==> config.mk <==
export PLATFORM = sky130hd
export DESIGN_NAME = baud_gen_frac
export DESIGN_NICKNAME = d
export VERILOG_FILES = /design/src/rtl/baud_gen_frac.sv
export SDC_FILE = /design/constraint.sdc
export NUM_CORES = 1
export LEC_CHECK = 0
export BUFFER_PORTS_ARGS = -buffer_cell sky130_fd_sc_hd__buf_2
export CORE_UTILIZATION = 25
export CTS_BUF_LIST = sky130_fd_sc_hd__clkbuf_8
export DETAILED_ROUTE_END_ITERATION = 8
export GPL_TIMING_DRIVEN = 0
export SKIP_CTS_REPAIR_TIMING = 1
export SLEW_MARGIN = 20
export SYNTH_ARGS = -nofsm -noshare
export SYNTH_HDL_FRONTEND = slang
export SYNTH_SLANG_ARGS = --single-unit
==> constraint.sdc <==
create_clock -name i_clk -period 4.6 [get_ports i_clk]
set_input_delay 0.46 -clock i_clk [delete_from_list [all_inputs] [get_ports i_clk]]
set_output_delay 0.46 -clock i_clk [all_outputs]
set_load 0.02 [all_outputs]
==> src/rtl/baud_gen_frac.sv <==
// Fractional baud-rate generator: emits oversample, bit-centre and bit-end ticks from an
// integer + fractional clock divisor, with a shadow register for glitch-free rate changes.
module baud_gen_frac #(
  parameter int unsigned NB_DIV           = 16,
  parameter int unsigned NB_FRAC          = 4,
  parameter int unsigned OVERSAMPLE       = 16,
  parameter int unsigned DEFAULT_DIV_INT  = 326,
  parameter int unsigned DEFAULT_DIV_FRAC = 0
) (
  input  logic               i_clk,
  input  logic               i_reset,
  input  logic               i_enable,
  input  logic [NB_DIV-1:0]  i_div_int,
  input  logic [NB_FRAC-1:0] i_div_frac,
  input  logic               i_div_load,
  output logic               o_tick,
  output logic               o_mid_tick,
  output logic               o_bit_tick,
  output logic               o_pending
);

  localparam int unsigned NB_SUB = $clog2(OVERSAMPLE);

  localparam logic [NB_SUB-1:0]  SubLast = NB_SUB'(OVERSAMPLE - 1);
  localparam logic [NB_SUB-1:0]  SubMid  = NB_SUB'(OVERSAMPLE / 2 - 1);
  localparam logic [NB_DIV-1:0]  RstInt  = NB_DIV'(DEFAULT_DIV_INT);
  localparam logic [NB_FRAC-1:0] RstFrac = NB_FRAC'(DEFAULT_DIV_FRAC);
  localparam logic [NB_DIV-1:0]  MinDiv  = NB_DIV'(2);

  logic [NB_DIV-1:0]  act_int_q, act_int_d;
  logic [NB_FRAC-1:0] act_frac_q, act_frac_d;
  logic [NB_DIV-1:0]  shd_int_q, shd_int_d;
  logic [NB_FRAC-1:0] shd_frac_q, shd_frac_d;
  logic [NB_DIV-1:0]  cnt_q, cnt_d;
  logic [NB_FRAC-1:0] acc_q, acc_d;
  logic               carry_q, carry_d;
  logic [NB_SUB-1:0]  sub_q, sub_d;
  logic               pending_q, pending_d;

  logic [NB_DIV-1:0]  eff_int;
  logic [NB_DIV:0]    period;
  logic [NB_DIV:0]    period_m1;
  logic [NB_FRAC:0]   acc_sum;
  logic               tick;
  logic               apply;

  // Clamp keeps the shortest period at 2 cycles; carry stretches a period by one cycle.
  assign eff_int   = (act_int_q < MinDiv) ? MinDiv : act_int_q;
  assign period    = {1'b0, eff_int} + (NB_DIV + 1)'(carry_q);
  assign period_m1 = period - (NB_DIV + 1)'(1);
  assign acc_sum   = {1'b0, acc_q} + {1'b0, act_frac_q};

  // Ticks are masked during reset so a reset cycle never emits a stray strobe.
  assign tick  = i_reset & i_enable & ({1'b0, cnt_q} == period_m1);
  // A pending divisor is taken at a period boundary, or at once while the generator is idle.
  assign apply = pending_q & (tick | ~i_enable);

  always_comb begin
    act_int_d  = act_int_q;
    act_frac_d = act_frac_q;
    shd_int_d  = shd_int_q;
    shd_frac_d = shd_frac_q;
    cnt_d      = cnt_q;
    acc_d      = acc_q;
    carry_d    = carry_q;
    sub_d      = sub_q;
    pending_d  = i_div_load | (pending_q & ~apply);

    if (i_div_load) begin
      shd_int_d  = i_div_int;
      shd_frac_d = i_div_frac;
    end

    if (apply) begin
      act_int_d  = shd_int_q;
      act_frac_d = shd_frac_q;
    end

    if (!i_enable) begin
      cnt_d   = '0;
      acc_d   = '0;
      carry_d = 1'b0;
      sub_d   = '0;
    end else if (tick) begin
      cnt_d = '0;
      sub_d = (sub_q == SubLast) ? '0 : sub_q + 1'b1;
      if (apply) begin
        acc_d   = '0;
        carry_d = 1'b0;
      end else begin
        {carry_d, acc_d} = acc_sum;
      end
    end else begin
      cnt_d = cnt_q + 1'b1;
    end
  end

  always_ff @(posedge i_clk) begin
    if (!i_reset) begin
      act_int_q  <= RstInt;
      act_frac_q <= RstFrac;
      shd_int_q  <= RstInt;
      shd_frac_q <= RstFrac;
      cnt_q      <= '0;
      acc_q      <= '0;
      carry_q    <= 1'b0;
      sub_q      <= '0;
      pending_q  <= 1'b0;
    end else begin
      act_int_q  <= act_int_d;
      act_frac_q <= act_frac_d;
      shd_int_q  <= shd_int_d;
      shd_frac_q <= shd_frac_d;
      cnt_q      <= cnt_d;
      acc_q      <= acc_d;
      carry_q    <= carry_d;
      sub_q      <= sub_d;
      pending_q  <= pending_d;
    end
  end

  assign o_tick     = tick;
  assign o_mid_tick = tick & (sub_q == SubMid);
  assign o_bit_tick = tick & (sub_q == SubLast);
  assign o_pending  = pending_q;

endmodule
==> results.json, run 1 <==
{
  "antenna_found_initial": 0,
  "io_pins": 28,
  "synth.area.top_cells": "dfxtp_1, mux2i_1, nand2_1",
  "avgSynthCellArea_sq_um": 8.72,
  "async_flop_share": 0,
  "finalSetupViolations": 3,
  "synth_cell_type_count": 50,
  "skew_ns": 0.00552,
  "synth_top_area_frac": 0.372,
  "stdcell_area_sq_um": 4340,
  "cp_max_fo": 6,
  "max_slew_margin": 0.489,
  "hold_path.class": "input port to flop",
  "placed_area_sq_um": 3930,
  "fin_ws_ns": -0.110,
  "crit_type": "flop to primary output",
  "period_needed_ns": 4.71,
  "synth-seq-area-share": 0.372,
  "timing.final.crit_share": 1.02,
  "startpoint_type": "flop",
  "numCtsBuffers": 9,
  "syn-cell-area_sq_um": 3550,
  "synthTopCellsByCount": "dfxtp_1, nand2_1, mux2i_1",
  "nFillCells": 1496,
  "ys_ff_latch": 66,
  "synth_top_area_cell": "dfxtp_1",
  "drt_iter0_drc": 164,
  "yosys.cell_count.top_type": "dfxtp_1",
  "route.vias.total": 2976,
  "post-place-ws_ns": -0.597,
  "ir_worst_vdd_uv": 148,
  "num-nets-final": 490,
  "syn_to_final_growth_pct": 22.3,
  "clockRootBuffer": "clkbuf_8",
  "synth-edff-count": 0,
  "power.density_nw_per_um2": 273,
  "fp-row-count": 43,
  "hpwl_microns": 6190,
  "dieWidth_microns": 121,
  "cts_sinks": 66,
  "cts_max_path_buffers": 2,
  "path_clk_slew_ns": 0.07,
  "intPower_uw": 892,
  "max_clock_freq_mhz": 212,
  "diodes": 0,
  "wire_per_inst_microns": 13.0,
  "placement.io_buffers": 25,
  "dr.pass1.iters": 4,
  "ant_nets": 0,
  "h-tree-depth": 3,
  "status": "finished, violations left",
  "dieArea_sq_um": 14700,
  "p_sw_uw": 293,
  "cp.arrival_ns": 4.25,
  "synth_nets": 440,
  "combPwrFrac": 0.085,
  "crit_path_end_kind": "primary output",
  "syn-instance-count": 407,
  "worstMarginPinSlew_ns": 0.766,
  "grt_first_pass_wirelength_microns": 13700,
  "finalHoldViolations": 0,
  "failed_checks": "negative setup slack",
  "place_inst": 612,
  "drc": 0,
  "core_sq_um": 13900,
  "switching_share": 0.247,
  "clock_latency_ns": 0.34,
  "grt_setup_unrepaired": "yes",
  "grt-ovfl-total": 0,
  "start_util": 0.256,
  "vias_per_cell": 4.64,
  "pwr-share-seq": 0.504,
  "drive_gt1_frac": 0.187,
  "synthFlopType": "dfxtp_1",
  "cts_tree": "yes",
  "crit_required_ns": 4.14,
  "grt_max_degree": 12,
  "clkPwrFrac": 0.411,
  "die_y_microns": 121,
  "drv_cap": 0,
  "ys_warn_count": 0,
  "slew_viol_final": 0,
  "grt_use_total": 0.118,
  "final_cell_count_no_fill": 641,
  "cellLeakagePower_nw": 1.63,
  "grt_pass1_vias": 2955,
  "routabilityCongestion": 0.890,
  "drt_wl_total_microns": 8330
}
-- sequential cells by signal, indices dropped and copies added, names as in the netlist --
signal and cells:
o_pending 1, shd_frac_q 4, cnt_q 16, shd_int_q 16, carry_q 1, act_frac_q 4
sub_q 4, act_int_q 16, acc_q 4
-- critical path, stage by stage, from the launching register on --
cell,delay (ns)
dfxtp_4,0.36
or4_4,0.53
buf_6,0.13
or4_4,0.41
buf_6,0.15
o21ai_2,0.11
ha_2,0.20
or3b_4,0.42
nor3_4,0.23
nand3_2,0.13
nor4_4,0.35
a31o_2,0.19
buf_6,0.12
nand4b_1,0.13
buf_6,0.16
nor4_4,0.12
buf_4,0.18
-- power groups by stage --
| stage | combinational, mW | clock [mW] | sequential (mW) |
|---|---|---|---|
| after floorplan | 0.0686 | 0 | 0.608 |
| after global placement | 0.0924 | 0 | 0.611 |
| after detailed placement | 0.0954 | 0 | 0.612 |
| after CTS | 0.0957 | 0.499 | 0.599 |
| after global routing | 0.112 | 0.528 | 0.600 |
| final | 0.100 | 0.487 | 0.598 |
-- final cells by class --
| type | count | area [sq um] | area share |
|---|---|---|---|
| flip-flops and latches | 66 | 1330 | 0.307 |
| multi-input cells | 310 | 2180 | 0.501 |
| well taps | 180 | 225 | 0.0519 |
| repair buffers | 41 | 260 | 0.0599 |
| inverters | 4 | 15.0 | 0.00346 |
| plain buffers | 25 | 138 | 0.0317 |
| clock buffers | 10 | 138 | 0.0317 |
| clock inverters | 5 | 55.1 | 0.0127 |
-- metrics by stage --
step	setup TNS, ns	hold WS, ns	total power, mW	util
floorplan	0	0.431	0.677	-
global placement	-1.64	0.454	0.704	0.283
detailed placement	-2.40	0.456	0.708	0.283
CTS	-3.60	0.317	1.19	0.297
global route	-0.760	0.338	1.24	0.313
finish	-0.234	0.334	1.19	0.313
-- placed cells by master (no fill, tap or decap), types with 8 or more instances in the layout --
cell type / Yosys / routed
a21oi_1: 13 / 13
buf_2: 4 / 24
buf_4: 1 / 18
clkbuf_1: 17 / 14
clkbuf_8: 0 / 10
dfxtp_1: 66 / 62
mux2i_1: 41 / 41
nand2_1: 55 / 55
nand3_1: 18 / 17
nor2_1: 34 / 34
nor2b_1: 24 / 24
nor3_1: 10 / 8
o21ai_0: 10 / 9
xnor2_1: 18 / 18
xor2_1: 14 / 14
-- cell families (layout without fill, tap and decap cells) --
family,after synthesis,count (layout),synth area share
buffers and inverters,31,85,0.0395
AND/OR/NAND/NOR,177,177,0.249
adder cells (fa/ha/maj),9,9,0.0338
flip-flops,66,66,0.372
AO/OA/AOI/OAI,50,50,0.104
multiplexers,42,42,0.122
XOR/XNOR,32,32,0.0790
-- worst paths after layout --
check,end,from,slack (ns),depth (start not counted)
worst max-delay path,o_mid_tick,act_int_q[7],-0.11,16
worst min register to register,act_int_q[12],shd_int_q[12],0.46,2
worst min-delay path,shd_int_q[6],i_div_int[6],0.33,3
worst max register to register,act_int_q[2],act_int_q[7],0.32,15
-- layer usage --
layer,share of wire,vias to the layer above,wire (microns),global-route usage
met5,0,-,0,0
met4,0.021,0,177,0.0471
met3,0.037,18,304,0.0273
met2,0.48,63,4000,0.199
met1,0.46,1383,3840,0.144
li1,-,1512,-,-
Note: power is estimated with default switching activity, not from simulation.
==> run 2: changes to the inputs <==
==> constraint.sdc (replaced) <==
create_clock -name i_clk -period 4.6 [get_ports i_clk]
set_input_delay 0.92 -clock i_clk [delete_from_list [all_inputs] [get_ports i_clk]]
set_output_delay 0.92 -clock i_clk [all_outputs]
set_load 0.02 [all_outputs]
==> run 2 against run 1 <==
  * The flow still finishes with violations (negative setup slack)
  * Die area unchanged
  * Global-route usage decreased by 0.21 points
  * Via count unchanged
  * Register-to-register slack improved by 0.13 ns
  * Design area increased by 1.4%
  * Critical endpoint unchanged
  * Highest routed layer unchanged
==> results.json, run 2 (synthesized netlist as in run 1, its figures left out) <==
{
  "antenna_found_initial": 0,
  "wire_per_inst_microns": 12.9,
  "diodes": 0,
  "ant_nets": 0,
  "h-tree-depth": 3,
  "drc": 0,
  "max_slew_margin": 0.382,
  "crit_type": "flop to primary output",
  "die_y_microns": 121,
  "drt_iter0_drc": 79,
  "failed_checks": "negative setup slack",
  "drive_gt1_frac": 0.199,
  "timing.final.crit_share": 1.06,
  "post-place-ws_ns": -0.475,
  "hold_path.class": "flop to flop",
  "core_sq_um": 13900,
  "power.density_nw_per_um2": 277,
  "cellLeakagePower_nw": 1.63,
  "cts_tree": "yes",
  "ir_worst_vdd_uv": 184,
  "route.vias.total": 2976,
  "placement.io_buffers": 25,
  "path_clk_slew_ns": 0.09,
  "final_common_cell": "dfxtp_1",
  "drv_cap": 0,
  "vias_per_cell": 4.67,
  "reg.largest.list": "act_int_q x16, cnt_q x16, shd_int_q x16",
  "skew_ns": 0.0123,
  "num-nets-final": 485,
  "cts_sinks": 66,
  "start_util": 0.256,
  "startpoint_type": "flop",
  "final_core_util": 0.317,
  "grt_pass1_vias": 2815,
  "period_needed_ns": 4.89,
  "grt_setup_unrepaired": "yes",
  "cp.arrival_ns": 3.97,
  "worstMarginPinSlew_ns": 0.918,
  "fin_ws_ns": -0.291,
  "dr.pass1.iters": 4,
  "grt_first_pass_wirelength_microns": 13400,
  "syn_to_final_growth_pct": 24.0,
  "finalSetupViolations": 3,
  "io_pins": 28,
  "status": "finished, violations left",
  "fp-row-count": 43,
  "slew_viol_final": 0,
  "routabilityCongestion": 0.857,
  "clockRootBuffer": "clkbuf_8",
  "mostFrequentLayoutCells": "dfxtp_1, nand2_1, mux2i_1",
  "numCtsBuffers": 9,
  "dieWidth_microns": 121,
  "finalHoldViolations": 0,
  "crit_path_end_kind": "primary output",
  "cts_max_path_buffers": 2,
  "hpwl_microns": 6070,
  "cp_max_fo": 5,
  "grt-ovfl-total": 0,
  "grt_max_degree": 15,
  "clock_latency_ns": 0.35,
  "dieArea_sq_um": 14700,
  "crit_required_ns": 3.68,
  "fin_total_pwr_mw": 1.22,
  "grt_use_total": 0.116,
  "max_clock_freq_mhz": 204,
  "drt_wl_total_microns": 8200
}
run 2: changes by cell type in the layout (fill, tap and decap cells not counted), moves of 2 or more:
cell	previous run	this run
buf_4	18	13
clkinv_2	2	0
clkinv_4	0	2
inv_6	0	2
nor3_1	8	5
nor3_2	0	3
nor4_4	2	4
run 2: worst paths after layout:
kind	startpoint	endpoint	slack (ns)	cells after the start
setup reg to reg	act_int_q[8]	cnt_q[8]	0.45	13
hold / removal	shd_int_q[4]	act_int_q[4]	0.46	2
hold reg to reg	shd_int_q[4]	act_int_q[4]	0.46	2
setup / recovery	act_int_q[8]	o_mid_tick	-0.29	13
run 2: cell type report:
cell class / instances / area [sq um]
clock buffer: 9 / 124
timing repair buffer: 38 / 245
tap: 180 / 225
clock inverter: 7 / 83.8
inverter: 4 / 15.0
multi-input combinational: 310 / 2270
sequential: 66 / 1330
fill: 1468 / 9480
buffer: 23 / 111
run 2: worst max-delay path, stage by stage, from the launching register on:
cell and delay [ns]:
dfxtp_4 0.36, or4_4 0.56, or4_4 0.54, o21ai_2 0.15
ha_2 0.20, or3b_4 0.43, nor3_4 0.25, a21oi_2 0.08
a311o_1 0.32, a31o_4 0.27, nand4b_1 0.10, buf_6 0.13
nor4_4 0.03, buf_4 0.18
run 2: power by group:
group / internal, mW / switching (mW) / leakage [nW] / total, mW
Sequential: 0.586 / 0.0122 / 0.538 / 0.598
Combinational: 0.0468 / 0.0548 / 0.985 / 0.102
Clock: 0.260 / 0.259 / 0.102 / 0.518
run 2: metrics by stage:
stage	setup TNS [ns]	cell area, sq um	cells	hold WS (ns)
after floorplan	-0.225	3640	407	0.430
after global placement	-1.11	3990	612	0.452
after detailed placement	-1.28	3990	612	0.457
after CTS	-2.44	4200	628	0.469
after global routing	-1.08	4400	637	0.482
final	-0.825	4400	637	0.463
run 2: per-layer routing:
layer | up-vias | GRT usage | part of all wire
met5 | - | 0 | 0
met4 | 0 | 0.0509 | 0.029
met3 | 12 | 0.0273 | 0.026
met2 | 50 | 0.188 | 0.47
met1 | 1406 | 0.146 | 0.48
li1 | 1508 | - | -
